[config.mk]
export PLATFORM = sky130hd
export DESIGN_NAME = pc_fetch_ctrl
export DESIGN_NICKNAME = d
export VERILOG_FILES = /design/src/rtl/pc_fetch_ctrl.sv
export SDC_FILE = /design/constraint.sdc
export NUM_CORES = 1
export LEC_CHECK = 0
export BUFFER_PORTS_ARGS = -buffer_cell sky130_fd_sc_hd__buf_4
export CAP_MARGIN = 20
export CORE_MARGIN = 5
export CORE_UTILIZATION = 56
export CTS_CLUSTER_SIZE = 40
export DETAILED_ROUTE_END_ITERATION = 10
export PLACE_DENSITY_LB_ADDON = 0.15
export SLEW_MARGIN = 20
export SYNTH_ARGS = -nofsm -noshare
export SYNTH_HDL_FRONTEND = slang
export SYNTH_SLANG_ARGS = --single-unit
[constraint.sdc]
create_clock -name clk -period 8.9 [get_ports clk]
set_input_delay 0.89 -clock clk [delete_from_list [all_inputs] [get_ports clk]]
set_output_delay 0.89 -clock clk [all_outputs]
set_load 0.01 [all_outputs]
[src/rtl/pc_fetch_ctrl.sv]
// pc_fetch_ctrl: holds the architectural PC, fetches one instruction at a
// time over a valid/ready request + valid response interface, presents it
// to the single-cycle datapath, and forms the next PC on commit.
// Optional build macro: MISALIGN_TRAP_EN. When defined, a commit to a target
// whose low two bits are non-zero leaves the PC untouched and parks the
// controller in HALT with misalign_err set until reset.
module pc_fetch_ctrl #(
  parameter int unsigned     XLEN     = 32,
  parameter logic [XLEN-1:0] RESET_PC = 32'h8000_0000
) (
  input  logic            clk,
  input  logic            rst,
  output logic            ifu_req_valid,
  input  logic            ifu_req_ready,
  output logic [XLEN-1:0] ifu_addr,
  input  logic            ifu_rsp_valid,
  input  logic [31:0]     ifu_rsp_inst,
  output logic [31:0]     inst,
  output logic            inst_valid,
  output logic [XLEN-1:0] pc,
  output logic [XLEN-1:0] pc_plus4,
  input  logic [1:0]      pc_src,
  input  logic [XLEN-1:0] imm,
  input  logic [XLEN-1:0] rs1_val,
  input  logic            commit,
  output logic            misalign_err
);

`ifdef MISALIGN_TRAP_EN
  typedef enum logic [1:0] {
    S_REQ  = 2'd0,
    S_WAIT = 2'd1,
    S_EXEC = 2'd2,
    S_HALT = 2'd3
  } state_t;
`else
  typedef enum logic [1:0] {
    S_REQ  = 2'd0,
    S_WAIT = 2'd1,
    S_EXEC = 2'd2
  } state_t;
`endif

  state_t          state_q;
  state_t          state_d;
  logic [XLEN-1:0] pc_q;
  logic [31:0]     inst_q;
  logic [XLEN-1:0] next_pc;
  logic [XLEN-1:0] jalr_sum;
  logic            pc_load;
  logic            inst_load;
`ifdef MISALIGN_TRAP_EN
  logic            trap_set;
  logic            misalign_q;
`endif

  // Next-PC selection; all sums wrap modulo 2^XLEN
  always_comb begin
    jalr_sum = rs1_val + imm;
    next_pc  = pc_q + XLEN'(32'd4);
    case (pc_src)
      2'b01:   next_pc = pc_q + imm;
      2'b10:   next_pc = {jalr_sum[XLEN-1:1], 1'b0};
      default: next_pc = pc_q + XLEN'(32'd4);
    endcase
  end

  // Fetch FSM next-state and load strobes
  always_comb begin
    state_d   = state_q;
    pc_load   = 1'b0;
    inst_load = 1'b0;
`ifdef MISALIGN_TRAP_EN
    trap_set  = 1'b0;
`endif
    case (state_q)
      S_REQ: begin
        if (ifu_req_ready) begin
          state_d = S_WAIT;
        end
      end
      S_WAIT: begin
        if (ifu_rsp_valid) begin
          inst_load = 1'b1;
          state_d   = S_EXEC;
        end
      end
      S_EXEC: begin
        if (commit) begin
`ifdef MISALIGN_TRAP_EN
          if (next_pc[1:0] != 2'b00) begin
            trap_set = 1'b1;
            state_d  = S_HALT;
          end else begin
            pc_load = 1'b1;
            state_d = S_REQ;
          end
`else
          pc_load = 1'b1;
          state_d = S_REQ;
`endif
        end
      end
`ifdef MISALIGN_TRAP_EN
      S_HALT: begin
        state_d = S_HALT;
      end
`endif
      default: begin
        state_d = S_REQ;
      end
    endcase
  end

  // State, PC and instruction registers
  always_ff @(posedge clk) begin
    if (rst) begin
      state_q <= S_REQ;
      pc_q    <= RESET_PC;
      inst_q  <= '0;
    end else begin
      state_q <= state_d;
      if (pc_load) begin
        pc_q <= next_pc;
      end
      if (inst_load) begin
        inst_q <= ifu_rsp_inst;
      end
    end
  end

`ifdef MISALIGN_TRAP_EN
  // Sticky misalignment flag, cleared only by reset
  always_ff @(posedge clk) begin
    if (rst) begin
      misalign_q <= 1'b0;
    end else if (trap_set) begin
      misalign_q <= 1'b1;
    end
  end

  assign misalign_err = misalign_q;
`else
  assign misalign_err = 1'b0;
`endif

  // Request is held off while reset is asserted so it rises on the first
  // cycle after release rather than being visible during reset.
  assign ifu_req_valid = (state_q == S_REQ) && !rst;
  assign ifu_addr      = pc_q;
  assign inst          = inst_q;
  assign inst_valid    = (state_q == S_EXEC);
  assign pc            = pc_q;
  assign pc_plus4      = pc_q + XLEN'(32'd4);

endmodule
==> key figures <==
Outcome
  – Status: finished clean

Pwr
  – Static Leak: 4.11 nW
  – Register share of total power: 32.1%
  – Combinational share of power: 29.5%
  – Power Dens Cells: 110 nW/um2
  – Clock group share of total power: 38.3%
  – Internal power: 0.647 mW
  – Sw Ratio: 33.0%
  – Psw: 0.318 mW
  – Peak VDD IR: 0.100 mV
  – Final Power: 0.965 mW

Setup path
  – Worst EP required: 8.01 ns
  – R2r startpoint: ifu_addr[4]$_SDFFE_PP0P_
  – Crit. End Element: output pin
  – CP top delay family: simple AND/OR/NAND/NOR gates
  – CP startpoint: ifu_addr[6]$_SDFFE_PP0P_
  – CP max stage cell: nor4_1
  – Critical path class: flop to output pin
  – Startpoint type of the worst setup path: flop
  – Arr. time, crit path: 3.10 ns
  – Worst path buffer plus inverter count: 1
  – Worst path cell trace: and3_1 -> nand3_1 -> nor4_1 -> nand4_1 -> xnor2_1 -> buf_4
  – CP Max Fanout: 10
  – Crit-path max cell delay: 0.93 ns

Clock tree
  – Clock slew at reported path FFs: 0.06 ns
  – TritonCTS clock tree: done
  – Hold buffer count at CTS: 0
  – CTS buffer count: 9
  – CTS HTree Levels: 3
  – Post-cts resize count: 0
  – Clock latency on the worst-skew pair: 0.34 ns
  – Post-CTS Setup Inserts: 0
  – CTS Root Cell: clkbuf_16
  – Sink Count: 66
  – Longest Clk Path Bufs: 2

STA
  – Fin crit period: 3.99 ns
  – Hold WS: 0.454 ns
  – Max_slew headroom: 28.3%
  – Fin. Hold Viols: 0
  – Clk_skew: 0.00862 ns
  – Final setup violation count: 0
  – Fmax: 251 MHz
  – Final worst slack: 4.91 ns
  – Slew Limit Fails: 0
  – RSZ-0062 raised after global routing: false
  – Period utilization: 44.8%
  – TNS Setup: 0 ns
  – Slew @ Worst Pin: 1.07 ns

Finish
  – Fin area: 8780 um2
  – Layout cells sized above 1: 24.0%
  – Fillers: 1032
  – Non-Filler Instances: 1295
  – Syn-to-layout area delta: 27.4%
  – Fin nets: 1291
  – Fin util: 72.8%
  – Antenna cell count: 0

Global routing
  – Global route overflow: 0
  – GRT Overall Usage: 31.1%
  – Largest net degree at the start of global routing: 72
  – Vias in the first global route: 7341
  – First-pass GRT wire length: 37100 um
  – Antenna violations before repair: 0

Floorplan
  – Core Region: 12100 um2
  – DIE AREA: 14600 um2
  – # rows: 40
  – Die W: 121 um
  – DIE HEIGHT: 121 um
  – Initial Util: 57.1%
  – # IOs: 234

Synthesis
  – Yosys cell types: 64
  – Sequential-to-total area share from yosys stat: 19.2%
  – Synthesized area: 6890 um2
  – Top-area cell type share of the netlist area: 19.2%
  – Most numerous cell in the Yosys netlist: nand2_1
  – Top post-synthesis cells by area: dfxtp_1 19%, ha_1 12%, nand2_1 8.1%
  – Cell count after synthesis: 948
  – Synth area leader: dfxtp_1
  – Synth top cells by count: 149 x nand2_1, 108 x a21oi_1, 66 x dfxtp_1
  – Synth Register Bits: 66
  – Yosys warns: 0
  – Synth Area per Inst: 7.27 um2
  – Async SR Flop Fraction: 0%
  – Syn Nets: 1117
  – Main flop type after synthesis: dfxtp_1
  – Post-synth EDFFs: 0

Detailed routing
  – Total Wirelength: 23700 um
  – Wire per inst: 18.3 um
  – 1st-iter DRT viols: 734
  – Via count: 7815
  – Vias per Instance: 6.03
  – Post-route DRC: 0
  – Antenna-violating nets left: 0
  – DR pass1 iterations: 5

Flow run
  – Max-cap violations: 0

Placed design
  – DP HPWL: 18300 um
  – Place WS: 4.93 ns
  – Buffers on Ports: 232
  – Dpl cell area: 8480 um2
  – Placed insts: 1279
  – GPL Wtd Cong: 0.993

Worst hold path
  – Hold Path Class: flop to flop
  – HP Start: inst[12]$_SDFFE_PP0P_
area by class of cell:
| type | instances | area [um2] | share of cell area, % |
|---|---|---|---|
| Multi-Input combinational cell | 785 | 5080 | 57.8 |
| Tap cell | 168 | 210 | 2.39 |
| Sequential cell | 66 | 1320 | 15.0 |
| Clock inverter | 7 | 77.6 | 0.883 |
| Inverter | 22 | 82.6 | 0.940 |
| Timing Repair Buffer | 238 | 1790 | 20.3 |
| Clock buffer | 9 | 225 | 2.56 |
worst reg2reg max path, stage by stage, from the launching register on:
cell      delay, ns
dfxtp_1        0.53
ha_1           0.35
a21o_1         0.20
o21bai_1       0.21
o2111a_1       0.28
o21ai_0        0.41
o21bai_1       0.20
a221oi_1       0.53
mux2i_1        0.28
nand4_1        0.12
a221o_1        0.35
flip-flops by register name (all words and copies together) (netlist names):
register  cells
state_q       2
ifu_addr     32
inst         32
metal layers:
metal / vias up / GRT usage, % / wire (um)
met3: 59 / 6.20 / 2210
met2: 393 / 51.0 / 10900
li1: 3757 / - / -
met1: 3606 / 40.5 / 9850
met4: 0 / 10.8 / 739
met5: - / 0 / 0
path summary, 6_finish.rpt:
check / endpoint / slack (ns) / cells after the start
setup reg to reg: ifu_addr[29]$_SDFFE_PP0P_ / 5.32 / 10
hold reg to reg: inst[12]$_SDFFE_PP0P_ / 0.45 / 2
hold / removal: inst[12]$_SDFFE_PP0P_ / 0.45 / 2
setup / recovery: pc_plus4[31] / 4.91 / 6
power by group through the flow:
stage / logic (mW) / registers [mW] / clock network (mW)
after floorplan: 0.174 / 0.318 / 0
after global placement: 0.276 / 0.316 / 0
after detailed placement: 0.279 / 0.316 / 0
after CTS: 0.280 / 0.310 / 0.371
after global routing: 0.310 / 0.311 / 0.384
final: 0.285 / 0.310 / 0.370
kinds of logic (layout without fill, tap and decap cells):
logic type | Yosys count | in the layout | share of synthesized area [%]
AND/OR/NAND/NOR | 334 | 334 | 22.4
AO/OA/AOI/OAI | 301 | 301 | 28.2
buffers and inverters | 97 | 276 | 7.21
XOR/XNOR | 75 | 75 | 9.53
adder cells (fa/ha/maj) | 66 | 66 | 12.2
flip-flops | 66 | 66 | 19.2
multiplexers | 8 | 8 | 1.25
other | 1 | 1 | 0.0544
layout by cell type (no fill, tap or decap), drive strengths merged, types with 30 or more instances in the layout:
cell type,instances
xor2,31
o21ai,52
xnor2,44
ha,64
nor2,53
buf,238
dfxtp,66
nand2,149
a21oi,108
nand3,31
nor3,30
No activity file was read; power rests on OpenSTA's default activity.
